$ cat config.mk
export PLATFORM = sky130hd
export DESIGN_NAME = control_unit_flat
export DESIGN_NICKNAME = d
export VERILOG_FILES = /design/src/rtl/cu_pkg.sv /design/src/rtl/control_unit_if.sv /design/src/rtl/cu_instr_decode.sv /design/src/rtl/control_unit.sv /design/src/flat_wrapper.sv
export SDC_FILE = /design/constraint.sdc
export NUM_CORES = 1
export LEC_CHECK = 0
export BUFFER_PORTS_ARGS = -buffer_cell sky130_fd_sc_hd__clkbuf_2
export CAP_MARGIN = 20
export CORE_MARGIN = 5
export CORE_UTILIZATION = 36
export CTS_BUF_LIST = sky130_fd_sc_hd__clkbuf_4
export DETAILED_ROUTE_END_ITERATION = 8
export PLACE_DENSITY = 0.81
export SYNTH_ARGS = -nofsm -noshare
export SYNTH_HDL_FRONTEND = slang
export SYNTH_SLANG_ARGS = --single-unit
export TNS_END_PERCENT = 1
$ cat constraint.sdc
create_clock -name clk -period 2.4 [get_ports clk]
set_clock_uncertainty 0.15 [all_clocks]
set_input_delay 0.72 -clock clk [delete_from_list [all_inputs] [get_ports clk]]
set_output_delay 0.72 -clock clk [all_outputs]
set_load 0.02 [all_outputs]
$ cat src/rtl/cu_pkg.sv
// Shared types and constants for the ProjectB control unit: state encodings,
// opcodes, ALU selects and field widths.
package cu_pkg;

  localparam int IRW  = 16;
  localparam int OPW  = 4;
  localparam int AW   = 8;
  localparam int RW   = 4;
  localparam int ALUW = 3;

  typedef enum logic [3:0] {
    S_INIT   = 4'd0,
    S_FETCH  = 4'd1,
    S_DECODE = 4'd2,
    S_NOOP   = 4'd3,
    S_LOAD_A = 4'd4,
    S_LOAD_B = 4'd5,
    S_STORE  = 4'd6,
    S_ADD    = 4'd7,
    S_SUB    = 4'd8,
    S_HALT   = 4'd9
  } state_t;

  localparam logic [OPW-1:0] OP_NOOP  = 4'd0;
  localparam logic [OPW-1:0] OP_STORE = 4'd1;
  localparam logic [OPW-1:0] OP_LOAD  = 4'd2;
  localparam logic [OPW-1:0] OP_ADD   = 4'd3;
  localparam logic [OPW-1:0] OP_SUB   = 4'd4;
  localparam logic [OPW-1:0] OP_HALT  = 4'd5;

  localparam logic [ALUW-1:0] ALU_PASS = 3'd0;
  localparam logic [ALUW-1:0] ALU_ADD  = 3'd1;
  localparam logic [ALUW-1:0] ALU_SUB  = 3'd2;

  function automatic logic op_legal(input logic [OPW-1:0] op);
    return op <= OP_HALT;
  endfunction

endpackage

$ cat src/rtl/control_unit_if.sv
// Instruction input and datapath control outputs of the control unit.
// master = control unit, slave = datapath side.
interface control_unit_if;
  import cu_pkg::*;

  logic [IRW-1:0]  ir;
  logic            pc_clr;
  logic            pc_up;
  logic            ir_ld;
  logic [AW-1:0]   d_addr;
  logic            d_wr;
  logic            rf_s;
  logic [RW-1:0]   rf_w_addr;
  logic            rf_w_wr;
  logic [RW-1:0]   rf_ra_addr;
  logic            rf_ra_rd;
  logic [RW-1:0]   rf_rb_addr;
  logic            rf_rb_rd;
  logic [ALUW-1:0] alu_s0;
  logic            halted;
  logic            illegal;
  logic [3:0]      state;

  modport master (
    input  ir,
    output pc_clr, pc_up, ir_ld, d_addr, d_wr, rf_s, rf_w_addr, rf_w_wr,
           rf_ra_addr, rf_ra_rd, rf_rb_addr, rf_rb_rd, alu_s0, halted,
           illegal, state
  );

  modport slave (
    output ir,
    input  pc_clr, pc_up, ir_ld, d_addr, d_wr, rf_s, rf_w_addr, rf_w_wr,
           rf_ra_addr, rf_ra_rd, rf_rb_addr, rf_rb_rd, alu_s0, halted,
           illegal, state
  );

endinterface

$ cat src/rtl/cu_instr_decode.sv
// Combinational instruction field extraction for the control unit.
module cu_instr_decode
  import cu_pkg::*;
(
  input  logic [IRW-1:0] ir,
  output logic [OPW-1:0] opcode,
  output logic [AW-1:0]  addr,
  output logic [RW-1:0]  mreg,
  output logic [RW-1:0]  ra,
  output logic [RW-1:0]  rb,
  output logic [RW-1:0]  rd,
  output logic           legal
);

  // LOAD/STORE and ADD/SUB views overlap the same IR bits.
  assign opcode = ir[15:12];
  assign addr   = ir[11:4];
  assign mreg   = ir[3:0];
  assign ra     = ir[11:8];
  assign rb     = ir[7:4];
  assign rd     = ir[3:0];
  assign legal  = op_legal(ir[15:12]);

endmodule

$ cat src/rtl/control_unit.sv
// ProjectB main control FSM: fetch/decode/execute sequencing with Moore outputs.
// Optional macro CU_ILLEGAL_TRAP_EN: undefined opcodes halt and set sticky illegal.
module control_unit
  import cu_pkg::*;
(
  input  logic clk,
  input  logic reset_n,
  control_unit_if.master bus
);

  state_t          state_q, state_d;
  logic [OPW-1:0]  opcode;
  logic [AW-1:0]   addr;
  logic [RW-1:0]   mreg, ra, rb, rd;
  logic            legal;

`ifdef CU_ILLEGAL_TRAP_EN
  localparam bit TRAP = 1'b1;
`else
  localparam bit TRAP = 1'b0;
`endif

  cu_instr_decode u_dec (
    .ir     (bus.ir),
    .opcode (opcode),
    .addr   (addr),
    .mreg   (mreg),
    .ra     (ra),
    .rb     (rb),
    .rd     (rd),
    .legal  (legal)
  );

  always_ff @(posedge clk or negedge reset_n) begin
    if (!reset_n) state_q <= S_INIT;
    else          state_q <= state_d;
  end

  always_comb begin
    state_d = S_INIT;
    case (state_q)
      S_INIT:   state_d = S_FETCH;
      S_FETCH:  state_d = S_DECODE;
      S_DECODE: begin
        if (!legal) state_d = TRAP ? S_HALT : S_NOOP;
        else begin
          case (opcode)
            OP_STORE: state_d = S_STORE;
            OP_LOAD:  state_d = S_LOAD_A;
            OP_ADD:   state_d = S_ADD;
            OP_SUB:   state_d = S_SUB;
            OP_HALT:  state_d = S_HALT;
            default:  state_d = S_NOOP;
          endcase
        end
      end
      S_NOOP, S_LOAD_B, S_STORE, S_ADD, S_SUB: state_d = S_FETCH;
      S_LOAD_A: state_d = S_LOAD_B;
      S_HALT:   state_d = S_HALT;
      default:  state_d = S_INIT;
    endcase
  end

  always_comb begin
    bus.pc_clr     = 1'b0;
    bus.pc_up      = 1'b0;
    bus.ir_ld      = 1'b0;
    bus.d_addr     = '0;
    bus.d_wr       = 1'b0;
    bus.rf_s       = 1'b0;
    bus.rf_w_addr  = '0;
    bus.rf_w_wr    = 1'b0;
    bus.rf_ra_addr = '0;
    bus.rf_ra_rd   = 1'b0;
    bus.rf_rb_addr = '0;
    bus.rf_rb_rd   = 1'b0;
    bus.alu_s0     = ALU_PASS;
    bus.halted     = 1'b0;
    bus.state      = state_q;
    case (state_q)
      S_INIT:   bus.pc_clr = 1'b1;
      S_FETCH: begin
        bus.ir_ld = 1'b1;
        bus.pc_up = 1'b1;
      end
      S_LOAD_A: bus.d_addr = addr;
      S_LOAD_B: begin
        bus.d_addr    = addr;
        bus.rf_s      = 1'b1;
        bus.rf_w_addr = mreg;
        bus.rf_w_wr   = 1'b1;
      end
      S_STORE: begin
        bus.d_addr     = addr;
        bus.rf_ra_addr = mreg;
        bus.rf_ra_rd   = 1'b1;
        bus.d_wr       = 1'b1;
      end
      S_ADD, S_SUB: begin
        bus.rf_ra_addr = ra;
        bus.rf_ra_rd   = 1'b1;
        bus.rf_rb_addr = rb;
        bus.rf_rb_rd   = 1'b1;
        bus.alu_s0     = (state_q == S_ADD) ? ALU_ADD : ALU_SUB;
        bus.rf_w_addr  = rd;
        bus.rf_w_wr    = 1'b1;
      end
      S_HALT:   bus.halted = 1'b1;
      default:  ;
    endcase
  end

`ifdef CU_ILLEGAL_TRAP_EN
  logic illegal_q;

  always_ff @(posedge clk or negedge reset_n) begin
    if (!reset_n)                           illegal_q <= 1'b0;
    else if (state_q == S_DECODE && !legal) illegal_q <= 1'b1;
  end

  assign bus.illegal = illegal_q;
`else
  assign bus.illegal = 1'b0;
`endif

endmodule
$ cat src/flat_wrapper.sv
// flat-port wrapper written by rule: the top's interface ports become plain ports
module control_unit_flat import cu_pkg::*;
  (clk, reset_n, bus_ir, bus_pc_clr, bus_pc_up, bus_ir_ld, bus_d_addr, bus_d_wr, bus_rf_s, bus_rf_w_addr, bus_rf_w_wr, bus_rf_ra_addr, bus_rf_ra_rd, bus_rf_rb_addr, bus_rf_rb_rd, bus_alu_s0, bus_halted, bus_illegal, bus_state);
  control_unit_if bus_i ();
  input  logic clk;
  input  logic reset_n;
  input wire logic [$bits(bus_i.ir)-1:0] bus_ir;
  output wire logic [$bits(bus_i.pc_clr)-1:0] bus_pc_clr;
  output wire logic [$bits(bus_i.pc_up)-1:0] bus_pc_up;
  output wire logic [$bits(bus_i.ir_ld)-1:0] bus_ir_ld;
  output wire logic [$bits(bus_i.d_addr)-1:0] bus_d_addr;
  output wire logic [$bits(bus_i.d_wr)-1:0] bus_d_wr;
  output wire logic [$bits(bus_i.rf_s)-1:0] bus_rf_s;
  output wire logic [$bits(bus_i.rf_w_addr)-1:0] bus_rf_w_addr;
  output wire logic [$bits(bus_i.rf_w_wr)-1:0] bus_rf_w_wr;
  output wire logic [$bits(bus_i.rf_ra_addr)-1:0] bus_rf_ra_addr;
  output wire logic [$bits(bus_i.rf_ra_rd)-1:0] bus_rf_ra_rd;
  output wire logic [$bits(bus_i.rf_rb_addr)-1:0] bus_rf_rb_addr;
  output wire logic [$bits(bus_i.rf_rb_rd)-1:0] bus_rf_rb_rd;
  output wire logic [$bits(bus_i.alu_s0)-1:0] bus_alu_s0;
  output wire logic [$bits(bus_i.halted)-1:0] bus_halted;
  output wire logic [$bits(bus_i.illegal)-1:0] bus_illegal;
  output wire logic [$bits(bus_i.state)-1:0] bus_state;
  assign bus_i.ir = bus_ir;
  assign bus_pc_clr = bus_i.pc_clr;
  assign bus_pc_up = bus_i.pc_up;
  assign bus_ir_ld = bus_i.ir_ld;
  assign bus_d_addr = bus_i.d_addr;
  assign bus_d_wr = bus_i.d_wr;
  assign bus_rf_s = bus_i.rf_s;
  assign bus_rf_w_addr = bus_i.rf_w_addr;
  assign bus_rf_w_wr = bus_i.rf_w_wr;
  assign bus_rf_ra_addr = bus_i.rf_ra_addr;
  assign bus_rf_ra_rd = bus_i.rf_ra_rd;
  assign bus_rf_rb_addr = bus_i.rf_rb_addr;
  assign bus_rf_rb_rd = bus_i.rf_rb_rd;
  assign bus_alu_s0 = bus_i.alu_s0;
  assign bus_halted = bus_i.halted;
  assign bus_illegal = bus_i.illegal;
  assign bus_state = bus_i.state;
  control_unit u_core (.clk(clk), .reset_n(reset_n), .bus(bus_i));
endmodule
==> run summary <==
Worst-skew pair later-pin latency -> 250 ps
Hold Fails Final Rpt -> 0
Seq cells post-synth -> 4
Vias -> 761
Max Cap Viol -> 0
Failing checks -> setup timing
DIE AREA -> 2420 um^2
Dpl hpwl -> 1.49 mm
Endpoint class of the critical path -> primary output
Largest net degree at the start of global routing -> 10
Ys Warns -> 0
Clk sink count -> 4
Final min period -> 2400 ps
Die height -> 49.2 um
Share of layout cells above drive strength 1 -> 0.736
Worst-path clk slew -> 40 ps
Gp weighted congestion -> 0.756
Fmax -> 416 MHz
Worst setup SP type -> register
Core area -> 1490 um^2
Pleak -> 0.603 nW
Nets -> 148
Final instance area -> 1200 um^2
Antenna Nets Post-Route -> 0
Initial DRT Pass Iterations -> 4
Inserted Diodes -> 0
Die Wd -> 49.2 um
Number of vias per cell -> 5.25
WP data required -> 1530 ps
Critical setup path kind -> register to primary output
Initial antenna violation count -> 0
TritonCTS buffer count -> 3
Commonest cells after routing, fill and taps aside -> clkbuf_2 (27), buf_4 (14), buf_8 (13), and2_4 (10)
Vias in the first global route -> 761
PortBufs -> 52
Final period utilization -> 1.00
Post-Syn Instances -> 68
Commonest non-fill, non-tap cell in the layout -> clkbuf_2
Max reg flops -> 4
Synth top area share -> 0.181
Post-synthesis sequential area ratio -> 0.181
RSZ-0062 raised after global routing -> true
Setup ws final -> -0.993 ps
Fill cell count -> 97
Synth top area cells -> and2_1 (18%), dfrtp_1 (18%), a22o_1 (6.3%)
Yosys cell types -> 32
DRC -> 0
Rows -> 14
Layout area overhead -> 116%
Post-DP Area -> 871 um^2
CTS tree -> done
Pwr/cell area -> 748 nW/um^2
Worst-case vdd ir drop -> 0.000608 V
Syn_area_per_cell -> 8.15 um^2
GRT Util Overall -> 0.188
Hold Path Class -> primary input to asynchronous set/reset pin
Initial Util -> 0.372
Longest Clk Path Bufs -> 2
Io pins -> 55
Crit-path max FO -> 5
Status -> finished with violations
Post-Syn Area -> 554 um^2
Setup violations, final -> 1
Max Slew Vio Count -> 0
CTS H-tree depth -> 1
1st-iter DRT viols -> 12
Overall Power -> 0.895 mW
Critical Path AT -> 1530 ps
CTS root buf -> clkbuf_4
Routed WL -> 2.29 mm
GR Overflow Total -> 0
First-pass GRT wire length -> 3.55 mm
Dominant cell type by area after synthesis -> and2_1
Wire per inst -> 15.8 um
## layout make-up
type                       instances  area, um^2  share of cell area
clock buffer                       4        30.0              0.0251
multi-input combinational         58         526               0.439
tap                               16        20.0              0.0167
timing repair buffer              62         513               0.429
sequential                         4         104              0.0868
inverter                           1        3.75             0.00314
## final timing paths
| check | startpoint | endpoint | slack, ps | cells past startpoint |
|---|---|---|---|---|
| setup / recovery | u_core.bus.state[2]$_DFF_PN0_ | bus_rf_ra_addr[2] | -1 | 4 |
| hold / removal | reset_n | u_core.bus.state[2]$_DFF_PN0_ | 120 | 1 |
| setup reg to reg | u_core.bus.state[1]$_DFF_PN0_ | u_core.bus.state[0]$_DFF_PN0_ | 740 | 6 |
| hold reg to reg | u_core.bus.state[3]$_DFF_PN0_ | u_core.bus.state[2]$_DFF_PN0_ | 580 | 3 |
| max in group asynchronous | reset_n | u_core.bus.state[0]$_DFF_PN0_ | 1830 | 1 |
| min in group clk | u_core.bus.state[3]$_DFF_PN0_ | u_core.bus.state[2]$_DFF_PN0_ | 580 | 3 |
## through the flow
step	std cells	util	setup TNS [ps]	hold slack (ps)	setup WS, ps
5_1_grt	145	0.803	-1480	102	-103
3_3_place_gp	134	0.585	0	376	184
3_5_place_dp	134	0.585	0	381	137
2_1_floorplan	69	-	-514	274	-54.3
6_report	145	0.803	-0.993	118	-0.993
4_1_cts	142	0.728	-217	117	-25.0
## logic make-up (layout without fill, tap and decap cells)
| group | Yosys count | count (layout) | share of synthesized area |
|---|---|---|---|
| AND/OR/NAND/NOR | 40 | 40 | 0.481 |
| flip-flops | 4 | 4 | 0.181 |
| XOR/XNOR | 1 | 1 | 0.0158 |
| AO/OA/AOI/OAI | 14 | 15 | 0.217 |
| other | 1 | 2 | 0.00677 |
| buffers and inverters | 8 | 67 | 0.0993 |
## power breakdown
part	total [mW]	switching, mW	leakage, nW	internal (mW)
logic	0.655	0.343	0.538	0.311
registers	0.132	0.0387	0.0468	0.0930
clock network	0.109	0.0348	0.0184	0.0741
total	0.895	0.417	0.603	0.479
## worst max-delay path, cell delays in order, from the launching register on
cell and delay (ps):
dfrtp_2 420, nor4b_4 350, o21bai_4 230, a22o_4 180, buf_8 100
## synthesized netlist by cell type, drive strengths merged
| library cell | number |
|---|---|
| a211oi | 2 |
| or2b | 1 |
| or4 | 1 |
| nand2b | 4 |
| a21oi | 2 |
| nor2 | 5 |
| nor4 | 1 |
| inv | 1 |
| or2 | 1 |
| or3b | 1 |
| buf | 7 |
| a22o | 4 |
| dfrtp | 4 |
| nor3 | 4 |
| nand2 | 2 |
| and2 | 16 |
| nor3b | 1 |
| o21ai | 2 |
| and3b | 1 |
| o211ai | 1 |
| o2111ai | 1 |
| nor4b | 1 |
| o21bai | 2 |
| xor2 | 1 |
| conb | 1 |
| nand3b | 1 |
## repair_timing
item                                   4_1_cts  5_1_grt
cloned                                       1        0
resized for setup                           34       50
buffers inserted                             3        3
pin swaps                                   10       17
hold buffers                                 0        0
setup endpoints to repair                   22       26
endpoints found under the hold margin        0        0
## per-layer routing
layer / GRT usage / part of all wire / wire [um]
met1: 0.165 / 0.32 / 733
met2: 0.376 / 0.58 / 1330
met3: 0.0367 / 0.080 / 184
met4: 0.108 / 0.017 / 40
met5: 0 / 0 / 0
No activity file was read; power rests on OpenSTA's default activity.
